$ cat config.mk
export PLATFORM = sky130hd
export DESIGN_NAME = store_buffer_drain_flat
export DESIGN_NICKNAME = d
export VERILOG_FILES = /design/src/rtl/store_buffer_drain_if.sv /design/src/rtl/store_buffer_drain.sv /design/src/flat_wrapper.sv
export SDC_FILE = /design/constraint.sdc
export NUM_CORES = 1
export LEC_CHECK = 0
export ABC_AREA = 1
export ABC_CLOCK_PERIOD_IN_PS = 1300
export CAP_MARGIN = 20
export CORE_MARGIN = 2
export CORE_UTILIZATION = 38
export DETAILED_ROUTE_END_ITERATION = 10
export PLACE_DENSITY = 0.76
export SLEW_MARGIN = 20
export SYNTH_ARGS = -nofsm -noshare
export SYNTH_HDL_FRONTEND = slang
export SYNTH_SLANG_ARGS = --single-unit
$ cat constraint.sdc
create_clock -name clock -period 1.3 [get_ports clock]
set_input_delay 0.195 -clock clock [delete_from_list [all_inputs] [get_ports clock]]
set_output_delay 0.195 -clock clock [all_outputs]
set_load 0.01 [all_outputs]
$ cat src/rtl/store_buffer_drain_if.sv
// store_buffer_drain_if
//   Groups the signals between the store-buffer drain engine and the data cache
//   write port. Each store crosses it in three steps: a request handshake, a
//   hit/miss response, and on a miss a fill-complete pulse.
//
//   Signals:
//     wr_valid   drain -> dcache  write request valid
//     wr_addr    drain -> dcache  request address
//     wr_data    drain -> dcache  request data
//     wr_size    drain -> dcache  request size (0=byte, 1=half, 2=word)
//     wr_ready   dcache -> drain  request accepted this cycle
//     rsp_valid  dcache -> drain  response valid
//     rsp_hit    dcache -> drain  1=hit/written, 0=miss
//     fill_done  dcache -> drain  pulse: the missed line is now resident
//
//   Modports: master = drain engine, slave = dcache.
interface store_buffer_drain_if #(
  parameter int ADDR_WIDTH = 32,
  parameter int DATA_WIDTH = 32
);
  logic                  wr_valid;
  logic [ADDR_WIDTH-1:0] wr_addr;
  logic [DATA_WIDTH-1:0] wr_data;
  logic [1:0]            wr_size;
  logic                  wr_ready;
  logic                  rsp_valid;
  logic                  rsp_hit;
  logic                  fill_done;

  modport master (
    output wr_valid, wr_addr, wr_data, wr_size,
    input  wr_ready, rsp_valid, rsp_hit, fill_done
  );

  modport slave (
    input  wr_valid, wr_addr, wr_data, wr_size,
    output wr_ready, rsp_valid, rsp_hit, fill_done
  );
endinterface

$ cat src/rtl/store_buffer_drain.sv
// store_buffer_drain
//   Consumer end of the data-cache store buffer. Pops the oldest committed
//   store, issues it on the dcache write port and waits for the response.
//   A miss parks the store until the line fill completes and then re-issues
//   the same held store. Stores yield to pending loads, but only for
//   STALL_LIMIT consecutive cycles. A flush drains the buffer completely while
//   ignoring loads, then pulses flush_done.
//
//   Ports:
//     clock          system clock
//     reset          synchronous, active-low reset
//     sb_empty       store buffer holds no valid entry
//     sb_addr/data/size  oldest entry (valid when !sb_empty)
//     sb_pop         one-cycle pulse removing the oldest entry
//     ld_pending     a load wants the dcache port this cycle
//     wr             dcache write port (store_buffer_drain_if.master)
//     flush_req      pulse: drain the buffer fully
//     flush_done     one-cycle pulse: flush complete
//     busy           engine not idle
//     drained_count  completed stores, wraps at 2^16
//
//   STALL_LIMIT must lie in 1..15.
module store_buffer_drain #(
  parameter int ADDR_WIDTH  = 32,
  parameter int DATA_WIDTH  = 32,
  parameter int STALL_LIMIT = 8
) (
  input  logic                  clock,
  input  logic                  reset,
  input  logic                  sb_empty,
  input  logic [ADDR_WIDTH-1:0] sb_addr,
  input  logic [DATA_WIDTH-1:0] sb_data,
  input  logic [1:0]            sb_size,
  output logic                  sb_pop,
  input  logic                  ld_pending,
  store_buffer_drain_if.master  wr,
  input  logic                  flush_req,
  output logic                  flush_done,
  output logic                  busy,
  output logic [15:0]           drained_count
);

  typedef enum logic [1:0] {
    IDLE      = 2'd0,
    ISSUE     = 2'd1,
    WAIT_RSP  = 2'd2,
    MISS_WAIT = 2'd3
  } state_t;

  localparam logic [3:0] STALL_MAX = 4'(STALL_LIMIT);

  state_t                state_reg, state_next;
  logic [3:0]            stall_cnt_reg, stall_cnt_next;
  logic                  flush_active_reg, flush_active_next;
  logic [ADDR_WIDTH-1:0] addr_reg;
  logic [DATA_WIDTH-1:0] data_reg;
  logic [1:0]            size_reg;
  logic [15:0]           drained_reg;

  logic pop;
  logic hit_done;
  logic flush_complete;

  // Next-state and handshake decode.
  always_comb begin
    state_next = state_reg;
    pop        = 1'b0;
    hit_done   = 1'b0;

    case (state_reg)
      IDLE: begin
        // Loads normally win the port; a flush or an exhausted stall budget
        // overrides them.
        if (!sb_empty &&
            (!ld_pending || flush_active_reg || (stall_cnt_reg == STALL_MAX))) begin
          pop        = 1'b1;
          state_next = ISSUE;
        end
      end
      ISSUE: begin
        if (wr.wr_ready) begin
          state_next = WAIT_RSP;
        end
      end
      WAIT_RSP: begin
        // Only looked at after acceptance, so a response coinciding with the
        // accepting cycle is never consumed.
        if (wr.rsp_valid) begin
          if (wr.rsp_hit) begin
            hit_done   = 1'b1;
            state_next = IDLE;
          end else begin
            state_next = MISS_WAIT;
          end
        end
      end
      MISS_WAIT: begin
        if (wr.fill_done) begin
          state_next = ISSUE;
        end
      end
      default: state_next = IDLE;
    endcase
  end

  // Stall budget: counts IDLE cycles lost to loads while a store waits.
  always_comb begin
    stall_cnt_next = stall_cnt_reg;
    if (sb_empty) begin
      stall_cnt_next = 4'd0;
    end else if (state_reg == IDLE) begin
      if (pop) begin
        stall_cnt_next = 4'd0;
      end else if (ld_pending && (stall_cnt_reg != STALL_MAX)) begin
        stall_cnt_next = stall_cnt_reg + 4'd1;
      end
    end
  end

  // Flush bookkeeping. Completion wins over a coincident flush_req, which is
  // a no-op while a flush is already active.
  assign flush_complete = flush_active_reg && (state_reg == IDLE) && sb_empty;

  always_comb begin
    flush_active_next = flush_active_reg;
    if (flush_complete) begin
      flush_active_next = 1'b0;
    end else if (flush_req) begin
      flush_active_next = 1'b1;
    end
  end

  always_ff @(posedge clock) begin
    if (!reset) begin
      state_reg        <= IDLE;
      stall_cnt_reg    <= 4'd0;
      flush_active_reg <= 1'b0;
      addr_reg         <= '0;
      data_reg         <= '0;
      size_reg         <= 2'd0;
      drained_reg      <= 16'd0;
    end else begin
      state_reg        <= state_next;
      stall_cnt_reg    <= stall_cnt_next;
      flush_active_reg <= flush_active_next;
      // Captured only on the pop so a retry after a miss reuses the same store.
      if (pop) begin
        addr_reg <= sb_addr;
        data_reg <= sb_data;
        size_reg <= sb_size;
      end
      if (hit_done) begin
        drained_reg <= drained_reg + 16'd1;
      end
    end
  end

  // Pulses are qualified by reset so nothing leaks out while it is held.
  assign sb_pop        = pop && reset;
  assign flush_done    = flush_complete && reset;
  assign busy          = (state_reg != IDLE);
  assign drained_count = drained_reg;

  assign wr.wr_valid = (state_reg == ISSUE);
  assign wr.wr_addr  = addr_reg;
  assign wr.wr_data  = data_reg;
  assign wr.wr_size  = size_reg;

endmodule

$ cat src/flat_wrapper.sv
// flat-port wrapper written by rule: the top's interface ports become plain ports
module store_buffer_drain_flat 
#(
  parameter int ADDR_WIDTH  = 32,
  parameter int DATA_WIDTH  = 32,
  parameter int STALL_LIMIT = 8
)
  (clock, reset, sb_empty, sb_addr, sb_data, sb_size, sb_pop, ld_pending, flush_req, flush_done, busy, drained_count, wr_wr_valid, wr_wr_addr, wr_wr_data, wr_wr_size, wr_wr_ready, wr_rsp_valid, wr_rsp_hit, wr_fill_done);
  store_buffer_drain_if #(.ADDR_WIDTH(ADDR_WIDTH), .DATA_WIDTH(DATA_WIDTH)) wr_i ();
  input  logic clock;
  input  logic reset;
  input  logic sb_empty;
  input  logic [ADDR_WIDTH-1:0] sb_addr;
  input  logic [DATA_WIDTH-1:0] sb_data;
  input  logic [1:0] sb_size;
  output logic sb_pop;
  input  logic ld_pending;
  input  logic flush_req;
  output logic flush_done;
  output logic busy;
  output logic [15:0] drained_count;
  output wire logic [$bits(wr_i.wr_valid)-1:0] wr_wr_valid;
  output wire logic [$bits(wr_i.wr_addr)-1:0] wr_wr_addr;
  output wire logic [$bits(wr_i.wr_data)-1:0] wr_wr_data;
  output wire logic [$bits(wr_i.wr_size)-1:0] wr_wr_size;
  input wire logic [$bits(wr_i.wr_ready)-1:0] wr_wr_ready;
  input wire logic [$bits(wr_i.rsp_valid)-1:0] wr_rsp_valid;
  input wire logic [$bits(wr_i.rsp_hit)-1:0] wr_rsp_hit;
  input wire logic [$bits(wr_i.fill_done)-1:0] wr_fill_done;
  assign wr_wr_valid = wr_i.wr_valid;
  assign wr_wr_addr = wr_i.wr_addr;
  assign wr_wr_data = wr_i.wr_data;
  assign wr_wr_size = wr_i.wr_size;
  assign wr_i.wr_ready = wr_wr_ready;
  assign wr_i.rsp_valid = wr_rsp_valid;
  assign wr_i.rsp_hit = wr_rsp_hit;
  assign wr_i.fill_done = wr_fill_done;
  store_buffer_drain #(.ADDR_WIDTH(ADDR_WIDTH), .DATA_WIDTH(DATA_WIDTH), .STALL_LIMIT(STALL_LIMIT)) u_core (.clock(clock), .reset(reset), .sb_empty(sb_empty), .sb_addr(sb_addr), .sb_data(sb_data), .sb_size(sb_size), .sb_pop(sb_pop), .ld_pending(ld_pending), .wr(wr_i), .flush_req(flush_req), .flush_done(flush_done), .busy(busy), .drained_count(drained_count));
endmodule
==> After elaboration in Yosys (flattened, before gate mapping) <==
Cells that the tools add are included.
W data, S select, Z words.
{ "op_classes": {"addsub": 2, "bitwise": 1, "muxes": 13, "eq_ne": 9, "n_reduce_logical": 17} }
{ "op_table": {"columns": ["op", "n"], "rows": [
  ["$add A16 B1 Y16 const B", 1],
  ["$mux W2", 5],
  ["$mux W4", 2],
  ["$pmux W2 S4", 1],
  ["$logic_and A1 B1 Y1", 6],
  ["$mux W1", 5],
  ["$add A4 B1 Y4 const B", 1],
  ["$eq A2 B2 Y1 const B", 2],
  ["$eq A4 B4 Y1 const B", 1],
  ["$ne A2 B1 Y1 const B", 2],
  ["$ne A2 B2 Y1 const B", 2],
  ["$ne A4 B4 Y1 const B", 1],
  ["$reduce_and A4 Y1", 1],
  ["$reduce_bool A2 Y1", 2],
  ["$reduce_or A2 Y1", 2],
  ["$eq A2 B1 Y1 const B", 1],
  ["$logic_not A1 Y1", 2],
  ["$logic_not A2 Y1", 1],
  ["$logic_or A1 B1 Y1", 2],
  ["$reduce_and A2 Y1", 1],
  ["$not A1 Y1", 1]
]} }
{ "totals": {"output_inout_bits": 86, "reg_bits": 89, "wordCells": 49, "inputBits": 75} }

==> Logic depth before layout (Yosys ltp) <==
{ "depth": {"ltp_word": 8, "ltp_mapped": 10, "depth_no_buf": 10} }

==> Least setup slack after synthesis <==
Ideal clock, no wire load.
{ "synth_path": {"path_kind": "register to output", "start": "register u_core.state_reg[0]", "end": "output port sb_pop", "t_required_ns": 1.105, "slack_ns": -0.127, "path_buffers": 3, "t_arrival_ns": 1.232, "path_stages_with_launch": 8, "path_cell_list": "dfxtp_1 inv_1 ha_1 buf_2 nand3_4 buf_6 buf_6 nor2_1"} }
{ "synth_via": {"elab_chain_cells": 3} }
{ "synth_lines": {"columns": ["item", "line_no", "source"], "rows": [
  ["start: declaration", "store_buffer_drain.sv:52", "state_t state_reg, state_next;"],
  ["start signal: assignment", "store_buffer_drain.sv:143", "state_reg <= state_next;"],
  ["$logic_not A2 Y1", "store_buffer_drain.sv:70", "case (state_reg)"],
  ["$mux W1", "store_buffer_drain.sv:70", null],
  ["$logic_and A1 B1 Y1", "store_buffer_drain.sv:159", "assign sb_pop = pop && reset;"],
  ["end: declaration", "flat_wrapper.sv:16", "output logic sb_pop;"]
]} }
No other way between the ends.

==> Final worst setup path <==
{ "layout_path": {"start": "register u_core.stall_cnt_reg[0]", "end": "register u_core.data_reg[10], in the netlist u_core.wr.wr_data[10]"} }
{ "layout_via": {"elab_chain_cells": 5} }
{ "layout_lines": {"columns": ["item", "line_no", "source"], "rows": [
  ["start: declaration", "store_buffer_drain.sv:53", "logic [3:0] stall_cnt_reg, stall_cnt_next;"],
  ["start signal: assignment", "store_buffer_drain.sv:144", "stall_cnt_reg <= stall_cnt_next;"],
  ["$eq A4 B4 Y1", "store_buffer_drain.sv:75", "(!ld_pending || flush_active_reg || (stall_cnt_reg == STALL_MAX))) begin"],
  ["$logic_or A1 B1 Y1", "store_buffer_drain.sv:75", null],
  ["$logic_and A1 B1 Y1", "store_buffer_drain.sv:74", "if (!sb_empty &&"],
  ["$mux W1", "store_buffer_drain.sv:74", null],
  ["$mux W1", "store_buffer_drain.sv:70", null],
  ["end signal: assignment", "store_buffer_drain.sv:149", "data_reg <= sb_data;"],
  ["end: declaration", "store_buffer_drain.sv:56", "logic [DATA_WIDTH-1:0] data_reg;"]
]} }
No other way between the ends.
A chain may end at the register's enable or synchronous reset.

==> impl_metrics.ini <==
[min_path]
worst_min_delay_path_category = in2reg

[critical_path]
critical_path_source_type = register
worst-setup-path-type = reg2reg
slowest_delay_ps = 340
cp_slowest_cell = dfxtp_2
worst-endpoint-arrival_ps = 1750
worstRegToRegCells = 10
cp.depth = 10
timing.critical_path.cells = inv_2 > ha_4 > nand3_4 > nand2_4 > nand3_4 > buf_8 > buf_12 > buf_16 > o21ai_2 > a21oi_1
path_buf_inv = 4
category_of_cells_accounting_for_the_largest_share_of_critical_path_delay = buffers and inverters
crit_path_max_fanout = 8
worstReg2RegStart = u_core.stall_cnt_reg[0]
worstPathRequired_ps = 1530
ff2ff_setup_slack_ps = -220
cp-endpoint = u_core.wr.wr_data[10]
critPathCaptureType = register
critPathMostFrequentCell = nand3_4
worstSetupStartpoint = u_core.stall_cnt_reg[0]
r2r_end = u_core.wr.wr_data[10]

[synthesis]
synth_seq_area_share_pct = 48.3
postSynthCellCount = 484
ys_types = 23
synth_simple_gate_area_share_pct = 13.2
netlist.area_leader.share_pct = 48.3
yosys.area_share.xor_xnor_pct = 0.712
post_synth_fa_ha_maj_area_fraction_pct = 2.37
synth_area_in_compound_gates_pct = 21.3
post_synth.cell_area_avg_um2 = 7.62
syn_nets = 566
netlist_area_um2 = 3690
synth_mux_area_share_pct = 0
ys.warnings.count = 0
ys_ff_latch = 89
dominant_combinational_cell_family_by_area_after_synthesis = compound AO/OA/AOI/OAI gates
yosys.area.top_type = dfxtp_1
yosys-top-cells-area = dfxtp_1 (48%), a21oi_1 (11%), o21ai_0 (10%), inv_1 (9.7%), nand2_1 (4.9%)

[die]
top_level_ports = 161
start_util_pct = 39.6
die_boundary_height_um = 103
row_count = 35
chipWidth_um = 103
design.core.area_um2 = 9330
die_area_um2 = 10500

[routing]
ant_nets = 0
total_wirelength_of_the_detailed_routed_design_um = 11600
drt-vias-per-instance = 4.78
routed-via-count = 3899
dr.first_iter.drc_count = 83
first_pass_iters = 4
wire_per_inst_um = 14.2
detail_route.drc_violations = 0

[finish]
finalNetCount = 763
layout_commonest_cell = inv_1
mostFrequentLayoutCells = inv_1 (90), dlygate4sd2_1 (80), clkdlybuf4s50_1 (73), dfxtp_1 (73), a21oi_1 (63)
area_growth_from_synthesis_to_layout_pct = 75.8
ratio_of_cells_with_drive_above_1_in_the_final_layout_pct = 28.7
final_cells = 815
diodes = 0

[power]
leakage_nw = 2.80
power_spent_charging_and_discharging_nets_mw = 3.43
power.share.clock_pct = 20.0
p_seq_share_pct = 36.4
switching_share_pct = 35.1
internal_power_summed_over_all_cells_mw = 6.36
worst_ir_drop_vdd_uv = 1090
share_comb_of_total_power_pct = 43.6
power.density_nw_per_um2 = 1510

[clock_tree]
clockBufferDepth = 2
clk_pin_slew_ps = 90
cts_tree = yes
clk_root_buffer_cell = clkbuf_8
cts_hold_buffers_added = 0
clk_latency_ps = 350
cts_made_buffers = 9
clkSinkCount = 89
cts_htree_levels = 3

[placement]
port_buffers = 160
place.detailed.hpwl_um = 7500
placed_cells_incl_taps = 781
dp_worst_setup_slack_ps = -468
gp_routability_congestion = 0.884

[sta]
final.setup_skew_ps = 15.4
finalCriticalPeriod_ps = 1520
setup_repair_after_global_routing_missed_its_margin = true
fin_ws_ps = -224
fin_setup_tns_ps = -13090
final.period_utilization_pct = 117
timing_worst_slew_pin_value_ps = 391
setup_viol_count_final = 90
hold_viol_final = 0
slew_violations = 0
highest_clock_rate_ghz = 0.656
max-slew-margin-rel_pct = 73.9

[run]
max-cap-violations = 0

[global_route]
via_count_of_the_first_global_routing_pass = 3809
global_route_wire_length_before_repair_um = 17500
antenna_found_initial = 0
grt-ovfl-total = 0
track_usage_pct = 20.8
maximum_number_of_pins_on_one_net_before_global_route_repair = 60

[run_status]
run_status = finished, violations left
violations = setup timing
-- synth_stat cells --
| cell | n |
|---|---|
| nand3_2 | 2 |
| nor2_2 | 3 |
| o211a_1 | 1 |
| nor2_4 | 2 |
| xor2_1 | 2 |
| buf_2 | 10 |
| nor2_1 | 31 |
| buf_6 | 7 |
| clkbuf_1 | 6 |
| inv_2 | 3 |
| nand2_1 | 48 |
| dfxtp_1 | 89 |
| ha_1 | 7 |
| nor3_1 | 2 |
| inv_1 | 95 |
| nand4_1 | 7 |
| nand3_4 | 1 |
| xnor2_1 | 1 |
| buf_1 | 1 |
| o21ai_0 | 74 |
| nand2_2 | 1 |
| nand3_1 | 10 |
| a21oi_1 | 81 |
-- logic make-up (layout without fill, tap and decap cells) --
kind of cell	count (synthesis)	count (layout)
fa+ha+maj	7	7
xor+xnor	3	3
buf+inv	122	324
compound gates	156	156
simple gates	107	107
flops	89	89
-- per-stage QoR --
| stage | util (%) | hold WS, ps | area (um2) | power (mW) |
|---|---|---|---|---|
| final | 69.5 | 355 | 6490 | 9.79 |
| after global routing | 69.5 | 347 | 6490 | 10.4 |
| after CTS | 66.7 | 345 | 6220 | 9.57 |
| after detailed placement | 60.0 | 434 | 5600 | 7.11 |
| after global placement | 60.0 | 429 | 5600 | 6.99 |
| after floorplan | - | 333 | 3730 | 5.35 |
-- how the worst min path moves through the flow --
stage | from | end | slack, ps | cells past startpoint
after global routing | reset | u_core.drained_count[1] | 350 | 4
after CTS | reset | u_core.drained_count[1] | 350 | 4
after global placement | u_core.wr.wr_data[28] | u_core.wr.wr_data[28] | 430 | 2
final | reset | u_core.drained_count[1] | 350 | 4
after floorplan | flush_req | u_core.flush_active_reg | 330 | 1
after detailed placement | u_core.wr.wr_addr[31] | u_core.wr.wr_addr[31] | 430 | 2
-- final cells by class --
cell class / instances / area (um2)
fillers: 734 / 2840
well taps: 129 / 161
clock inverters: 5 / 63.8
repair buffers: 210 / 2060
flip-flops and latches: 89 / 1800
inverters: 98 / 370
clock buffers: 11 / 141
multi-input cells: 273 / 1880
-- per-layer routing --
layer | wire, um | vias up | global-route usage, % | share of wire, %
met5 | 0 | - | 0 | 0
met4 | 267 | 0 | 6.77 | 2.3
met3 | 678 | 28 | 4.20 | 5.9
met2 | 5970 | 132 | 38.2 | 52
met1 | 4650 | 1804 | 24.1 | 40
li1 | - | 1935 | - | -
-- power by group through the flow --
| stage | Sequential (mW) | Combinational (mW) | Clock (mW) |
|---|---|---|---|
| after floorplan | 3.90 | 1.45 | 0 |
| after global placement | 3.62 | 3.36 | 0 |
| after detailed placement | 3.65 | 3.46 | 0 |
| after CTS | 3.57 | 3.99 | 2.01 |
| after global routing | 3.64 | 4.60 | 2.13 |
| final | 3.57 | 4.27 | 1.95 |
-- worst min-delay path, delay by kind of cell --
kind	cells	cell delay (ps)
buffers and inverters	3	380
AO/OA/AOI/OAI	1	80
-- what timing repair did --
action                                  4_1_cts  5_1_grt
gates cloned                                  4        0
resized for setup                           263       64
pin swaps                                    19       15
setup buffers                                11        5
endpoints found under the setup margin      169       96
Power figures use the tool's default switching activity.
